--- src/rtl/serial_bit_source_if.sv ---
// serial_bit_source_if: load handshake plus serial bit stream of serial_bit_source.
//   load_data  : parallel word to serialise
//   load_valid : load_data is valid
//   load_ready : source can accept a word this cycle
//   ser_out    : serial bit stream
//   bit_valid  : ser_out carries a frame bit
//   bit_cnt    : index of the bit on ser_out (0 = first bit sent)
//   frame_done : high during the last bit of a frame
// master = word producer / bit consumer side, slave = serial_bit_source itself.
interface serial_bit_source_if #(
    parameter int unsigned WIDTH = 8
) ();
    localparam int unsigned CntW = (WIDTH > 2) ? $clog2(WIDTH) : 1;

    logic [WIDTH-1:0] load_data;
    logic             load_valid;
    logic             load_ready;
    logic             ser_out;
    logic             bit_valid;
    logic [CntW-1:0]  bit_cnt;
    logic             frame_done;

    modport master (
        output load_data,
        output load_valid,
        input  load_ready,
        input  ser_out,
        input  bit_valid,
        input  bit_cnt,
        input  frame_done
    );

    modport slave (
        input  load_data,
        input  load_valid,
        output load_ready,
        output ser_out,
        output bit_valid,
        output bit_cnt,
        output frame_done
    );
endinterface

--- src/rtl/serial_bit_source.sv ---
// serial_bit_source: parallel-in/serial-out bit source. Accepts one WIDTH-bit word per
// load_valid/load_ready handshake and shifts it out one bit per clk, followed by
// GAP_CYCLES idle cycles. ser_out, bit_valid, bit_cnt and frame_done are registered;
// load_ready is the only combinational output.
// Ports:
//   clk : rising-edge clock
//   res : asynchronous reset, active-high
//   bus : serial_bit_source_if slave modport (load handshake and serial outputs)
module serial_bit_source #(
    parameter int unsigned WIDTH      = 8,
    parameter bit          MSB_FIRST  = 1'b1,
    parameter int unsigned GAP_CYCLES = 1,
    parameter bit          IDLE_LVL   = 1'b0
) (
    input logic                clk,
    input logic                res,
    serial_bit_source_if.slave bus
);
    localparam int unsigned CntW    = (WIDTH > 2) ? $clog2(WIDTH) : 1;
    localparam int unsigned GapW    = (GAP_CYCLES > 2) ? $clog2(GAP_CYCLES) : 1;
    localparam int unsigned GapLast = (GAP_CYCLES > 0) ? GAP_CYCLES - 1 : 0;
    localparam logic [CntW-1:0] CntLast = CntW'(WIDTH - 1);

    typedef enum logic [1:0] {StIdle, StShift, StGap} state_e;

    state_e           state_q, state_d;
    logic [WIDTH-1:0] shift_q, shift_d;
    logic [CntW-1:0]  cnt_q, cnt_d;
    logic [GapW-1:0]  gap_q, gap_d;
    logic             ser_q, ser_d;
    logic             valid_q, valid_d;
    logic             done_q, done_d;

    // The bit currently on ser_out always sits at the outgoing end of shift_q
    // (top for MSB-first, bottom for LSB-first), so the next bit is its neighbour.
    always_comb begin
        state_d = state_q;
        shift_d = shift_q;
        cnt_d   = '0;
        gap_d   = gap_q;
        ser_d   = IDLE_LVL;
        valid_d = 1'b0;
        done_d  = 1'b0;
        unique case (state_q)
            StIdle: begin
                if (bus.load_valid) begin
                    state_d = StShift;
                    shift_d = bus.load_data;
                    ser_d   = MSB_FIRST ? bus.load_data[WIDTH-1] : bus.load_data[0];
                    valid_d = 1'b1;
                end
            end
            StShift: begin
                if (cnt_q == CntLast) begin
                    gap_d   = '0;
                    state_d = (GAP_CYCLES > 0) ? StGap : StIdle;
                end else begin
                    cnt_d   = cnt_q + CntW'(1);
                    shift_d = MSB_FIRST ? (shift_q << 1) : (shift_q >> 1);
                    ser_d   = MSB_FIRST ? shift_q[WIDTH-2] : shift_q[1];
                    valid_d = 1'b1;
                    done_d  = (cnt_d == CntLast);
                end
            end
            StGap: begin
                if (gap_q == GapW'(GapLast)) begin
                    state_d = StIdle;
                end else begin
                    gap_d = gap_q + GapW'(1);
                end
            end
            default: state_d = StIdle;
        endcase
    end

    always_ff @(posedge clk or posedge res) begin
        if (res) begin
            state_q <= StIdle;
            shift_q <= '0;
            cnt_q   <= '0;
            gap_q   <= '0;
            ser_q   <= IDLE_LVL;
            valid_q <= 1'b0;
            done_q  <= 1'b0;
        end else begin
            state_q <= state_d;
            shift_q <= shift_d;
            cnt_q   <= cnt_d;
            gap_q   <= gap_d;
            ser_q   <= ser_d;
            valid_q <= valid_d;
            done_q  <= done_d;
        end
    end

    assign bus.load_ready = (state_q == StIdle) & ~res;
    assign bus.ser_out    = ser_q;
    assign bus.bit_valid  = valid_q;
    assign bus.bit_cnt    = cnt_q;
    assign bus.frame_done = done_q;
endmodule

--- src/flat_wrapper.sv ---
// flat-port wrapper written by rule: the top's interface ports become plain ports
module serial_bit_source_flat 
#(
    parameter int unsigned WIDTH      = 8,
    parameter bit          MSB_FIRST  = 1'b1,
    parameter int unsigned GAP_CYCLES = 1,
    parameter bit          IDLE_LVL   = 1'b0
)
  (clk, res, bus_load_data, bus_load_valid, bus_load_ready, bus_ser_out, bus_bit_valid, bus_bit_cnt, bus_frame_done);
  serial_bit_source_if #(.WIDTH(WIDTH)) bus_i ();
  input logic clk;
  input logic res;
  input wire logic [$bits(bus_i.load_data)-1:0] bus_load_data;
  input wire logic [$bits(bus_i.load_valid)-1:0] bus_load_valid;
  output wire logic [$bits(bus_i.load_ready)-1:0] bus_load_ready;
  output wire logic [$bits(bus_i.ser_out)-1:0] bus_ser_out;
  output wire logic [$bits(bus_i.bit_valid)-1:0] bus_bit_valid;
  output wire logic [$bits(bus_i.bit_cnt)-1:0] bus_bit_cnt;
  output wire logic [$bits(bus_i.frame_done)-1:0] bus_frame_done;
  assign bus_i.load_data = bus_load_data;
  assign bus_i.load_valid = bus_load_valid;
  assign bus_load_ready = bus_i.load_ready;
  assign bus_ser_out = bus_i.ser_out;
  assign bus_bit_valid = bus_i.bit_valid;
  assign bus_bit_cnt = bus_i.bit_cnt;
  assign bus_frame_done = bus_i.frame_done;
  serial_bit_source #(.WIDTH(WIDTH), .MSB_FIRST(MSB_FIRST), .GAP_CYCLES(GAP_CYCLES), .IDLE_LVL(IDLE_LVL)) u_core (.clk(clk), .res(res), .bus(bus_i));
endmodule
--- config.mk ---
export PLATFORM = sky130hd
export DESIGN_NAME = serial_bit_source_flat
export DESIGN_NICKNAME = d
export VERILOG_FILES = /design/src/rtl/serial_bit_source_if.sv /design/src/rtl/serial_bit_source.sv /design/src/flat_wrapper.sv
export SDC_FILE = /design/constraint.sdc
export NUM_CORES = 1
export LEC_CHECK = 0
export ABC_CLOCK_PERIOD_IN_PS = 5450
export BUFFER_PORTS_ARGS = -buffer_cell sky130_fd_sc_hd__buf_2
export CAP_MARGIN = 30
export CORE_ASPECT_RATIO = 1.1
export CORE_MARGIN = 2
export CORE_UTILIZATION = 45
export DETAILED_ROUTE_END_ITERATION = 8
export PLACE_DENSITY = 0.71
export SLEW_MARGIN = 20
export SYNTH_ARGS = -nofsm -noshare
export SYNTH_HDL_FRONTEND = slang
export SYNTH_SLANG_ARGS = --single-unit
--- constraint.sdc ---
create_clock -name clk -period 5.45 [get_ports clk]
set_clock_uncertainty 0.1 [all_clocks]
set_input_delay 1.09 -clock clk [delete_from_list [all_inputs] [get_ports clk]]
set_output_delay 1.09 -clock clk [all_outputs]
set_load 0.01 [all_outputs]
* Yosys cells after proc, flatten, opt, wreduce, memory -nomap -nowiden
Cells that the tools add are included.
** Operators by class
- Equality and inequality tests :: 8
- Add/sub/neg operators :: 2
- Bitwise logic cells :: 2
- Reductions and logical operators :: 6
- Mux-type cells :: 20
** Operators by type and width (count)
- two-way mux 7 bit :: 2
- one-hot mux 7 bit (2 select lines) :: 1
- two-way mux 1 bit :: 8
- equality test 3 bit, second input constant :: 2
- two-way mux 2 bit :: 3
- two-way mux 3 bit :: 2
- != test 2 bit, second input constant :: 3
- one-hot mux 1 bit (2 select lines) :: 3
- one-hot mux 2 bit (3 select lines) :: 1
- AND reduction 3 bit :: 2
- nonzero test 2 bit :: 2
- adder 3 x 1 -> 3 bit, second input constant :: 1
- equality test 2 x 1 -> 1 bit, second input constant :: 1
- equality test 2 bit, second input constant :: 1
- logical NOT 2 bit :: 1
- != test 2 x 1 -> 1 bit, second input constant :: 1
- AND reduction 2 bit :: 1
- adder 1 bit, second input constant :: 1
- AND 1 bit :: 1
- NOT 1 bit :: 1
** Word-level totals
- Word-level logic and storage cells :: 45
- Register bits after elaboration :: 16
- Input port bits :: 11

* Logic depth before layout (Yosys ltp)
- Depth after elaboration :: 4
- Gate-level depth with buffers :: 5

* Worst setup path after synthesis
No wires, ideal clock.
- Path type :: input to output
- From :: input port res
- To :: output port bus_load_ready
- Arrival :: 1.349 ns
- Stages :: 1
- Path slack :: 2.911 ns
- Required time :: 4.260 ns
- Path through :: nor3_1
** Between the ends
- Word-level cells in the longest chain between the ends :: 2
** Ends and longest elaborated chain
- start, declared :: RTL line flat_wrapper.sv:12 : input logic res;
- NOT 1 bit :: RTL line serial_bit_source.sv:96 : assign bus.load_ready = (state_q == StIdle) & ~res;
- AND 1 bit :: RTL line serial_bit_source.sv:96
- end, declared :: RTL line flat_wrapper.sv:15 : output wire logic [$bits(bus_i.load_ready)-1:0] bus_load_ready;
Every way passes these cells.

* Final worst setup path
Same ends and word-level chain as after synthesis.

==> impl_metrics.yaml <==
outcome:
  status: "finished, final reports clean"
sta:
  fin_setup_tns_ns: 0
  setup_viol: 0
  relSlewSlack: 0.6291
  worst_pin_slew_ns: 0.5558
  maxSlewViolCount: 0
  timing.fmax_mhz: 377.4
  hold_viol: 0
  worst_slack_ns: 2.800
  layout_min_cycle_time_ns: 2.650
  fin_crit_sh: 0.4862
  rsz0062_at_grt: "no"
placed_design:
  hpwlAfterDp_um: 913.2
  gp_congestion: 0.6708
  io_buffers: 17
  dp_slack_ns: 2.801
  place_area_um2: 853.3
worst_setup_path:
  cp.required_ns: 4.26
  r2r-end: "u_core.shift_q[4]$_DFFE_PP0P_"
  worst_setup_path_start_kind: "primary input"
  crit_fanout: 2
  crit_buf_inv: 2
  reg2reg_from: "u_core.bus.bit_cnt[0]$_DFF_PP0_"
  critPathMostFrequentCell: "buf_2"
  rr_worst_depth: 5
  crit_chain: "buf_2 > nor3_1 > buf_2"
  cp_data_arrival_time_ns: 1.46
  max_stage_delay_ns: 0.15
  r2r_setup_slack_ns: 3.48
  end_kind: "output pin"
  crit_type: "in2out"
  cpMaxStageDelayCell: "buf_2"
  path_delay_family: "buffers and inverters"
hold_path:
  hp-class: "reg2reg"
  whs_endpoint: "u_core.bus.bit_cnt[0]$_DFF_PP0_"
  whs_path_depth: 1
  worstHoldStart: "u_core.bus.bit_cnt[0]$_DFF_PP0_"
synth:
  syn_inst: 55
  syn_area_um2: 769.5
  synth_warnings: 0
  syn_nets: 69
  synthSimpleGateAreaFrac: 0.1252
  synth_mux_area_frac: 0.2341
  synth_xor_area_frac: 0
  synth_top_family_by_area: "multiplexers"
  synth_seq_cells: 15
  synth-compound-area-share: 0.06016
  syn_avg_cell_area_um2: 13.99
  synth_cell_types: 18
  seq_area_frac_synth: 0.4878
  synth_fa_ha_area_frac: 0.04878
global_route:
  grt_pass1_vias: 434
  antenna_found_initial: 0
  grt_pass1_wl_um: 1952
  grt_max_degree: 16
  track_usage: 0.1412
  globalRoute.totalOverflow: 0
die:
  top_level_ports: 18
  start_util: 0.4824
  rows: 15
  die_w_um: 43.43
  core_mm2: 0.001595
  die_area_mm2: 0.002057
  die_h_um: 47.37
route:
  final_antenna_net_count: 0
  totalWireLength_um: 1212
  via_per_inst: 5.077
  drt-pass1-iter-count: 2
  met2_length_um: 545
  drtIter0Drc: 2
  wl_met3_um: 83
  drc: 0
  wl_per_cell_um: 13.32
  route.vias.total: 462
  top_layer_used: "met4"
  met1_length_um: 571
power_and_ir_drop:
  p_leak_nw: 0.4754
  p_per_area_mw_per_mm2: 543.6
  ir_worst_vdd_mv: 0.2680
clock_tree:
  post_cts_resize_count: 0
  cts.sinks: 15
  clk_pin_slew_ns: 0.09
  holdBufCountCts: 0
  htree_num_levels: 1
  postCtsSetupBuffers: 0
  cts_inserted_buffers: 3
  cts_max_path_buffers: 2
  cts_tree: "done"
  clk_latency_ns: 0.28
  root_buffer: "clkbuf_4"
layout:
  fillers: 142
  final_common_cell: "buf_2"
  stdcell_area_um2: 880.8
  area.growth.synth_to_final_pct: 14.47
  n_antenna_cell: 0
  layout_common_cells: "buf_2 (17), dfrtp_1 (15), mux2_4 (12)"
  final_nets: 89
  regArea_um2: 375.4
  drive_above_1_share: 0.5000
  multiInputGateArea_um2: 360.3
run:
  cap_violations: 0
==> synth_stat cells (all sizes together) <==
cell / number / area (µm²)
inv: 3 / 11.26
nor2b: 1 / 13.76
o22a: 1 / 8.760
nor3: 3 / 15.01
a21oi: 4 / 31.28
nor2: 1 / 3.750
nand2: 2 / 7.510
buf: 2 / 22.52
o22ai: 1 / 6.260
ha: 3 / 37.54
nand2b: 3 / 28.78
mux2: 12 / 180.2
nand3b: 2 / 15.01
and2: 2 / 12.51
dfrtp: 15 / 375.4
==> routing by layer <==
layer / up-vias / global-route usage
met4: 0 / 0.05455
met5: - / 0
met2: 15 / 0.2000
met3: 2 / 0.06923
li1: 225 / -
met1: 220 / 0.1873
==> cell families (layout without fill, tap and decap cells) <==
| group | after synthesis | after routing |
|---|---|---|
| flops | 15 | 15 |
| simple gates | 14 | 14 |
| mux | 12 | 12 |
| compound gates | 6 | 6 |
| buf+inv | 5 | 24 |
| fa+ha+maj | 3 | 3 |
==> report_power, final <==
| group | switching, W | internal (W) |
|---|---|---|
| Sequential | 0.0000316 | 0.000156 |
| Combinational | 0.0000890 | 0.000140 |
| Clock | 0.0000351 | 0.0000272 |
==> state kept, by name, summed over array words and instances (netlist names) <==
name                   count
u_core.bus.frame_done      1
u_core.bus.bit_cnt         3
u_core.shift_q             7
u_core.bus.ser_out         1
u_core.state_q             2
u_core.bus.bit_valid       1
==> worst max path at each step <==
stage                     cells after the start  slack, ns  from        endpoint
after floorplan                               1       2.91   res  bus_load_ready
after global placement                        3       2.81   res  bus_load_ready
after detailed placement                      3       2.80   res  bus_load_ready
after CTS                                     3       2.79   res  bus_load_ready
after global routing                          3       2.74   res  bus_load_ready
final                                         3       2.80   res  bus_load_ready
==> final cells by class <==
type                       count  area share
timing repair buffer          17     0.09659
multi-input combinational     35      0.4091
clock inverter                 1    0.005682
sequential                    15      0.4261
inverter                       3     0.01278
tap                           17     0.02415
clock buffer                   3     0.02557
==> through the flow <==
| step | hold slack [ns] | instances | utilization | power [W] |
|---|---|---|---|---|
| 2_1_floorplan | 0.3821 | 55 | - | 0.0003778 |
| 3_3_place_gp | 0.3816 | 87 | 0.5349 | 0.0004135 |
| 3_5_place_dp | 0.3996 | 87 | 0.5349 | 0.0004227 |
| 4_1_cts | 0.4166 | 91 | 0.5522 | 0.0004881 |
| 5_1_grt | 0.4400 | 91 | 0.5522 | 0.0005127 |
| 6_report | 0.4151 | 91 | 0.5522 | 0.0004789 |
(Power assumes the default switching activity.)
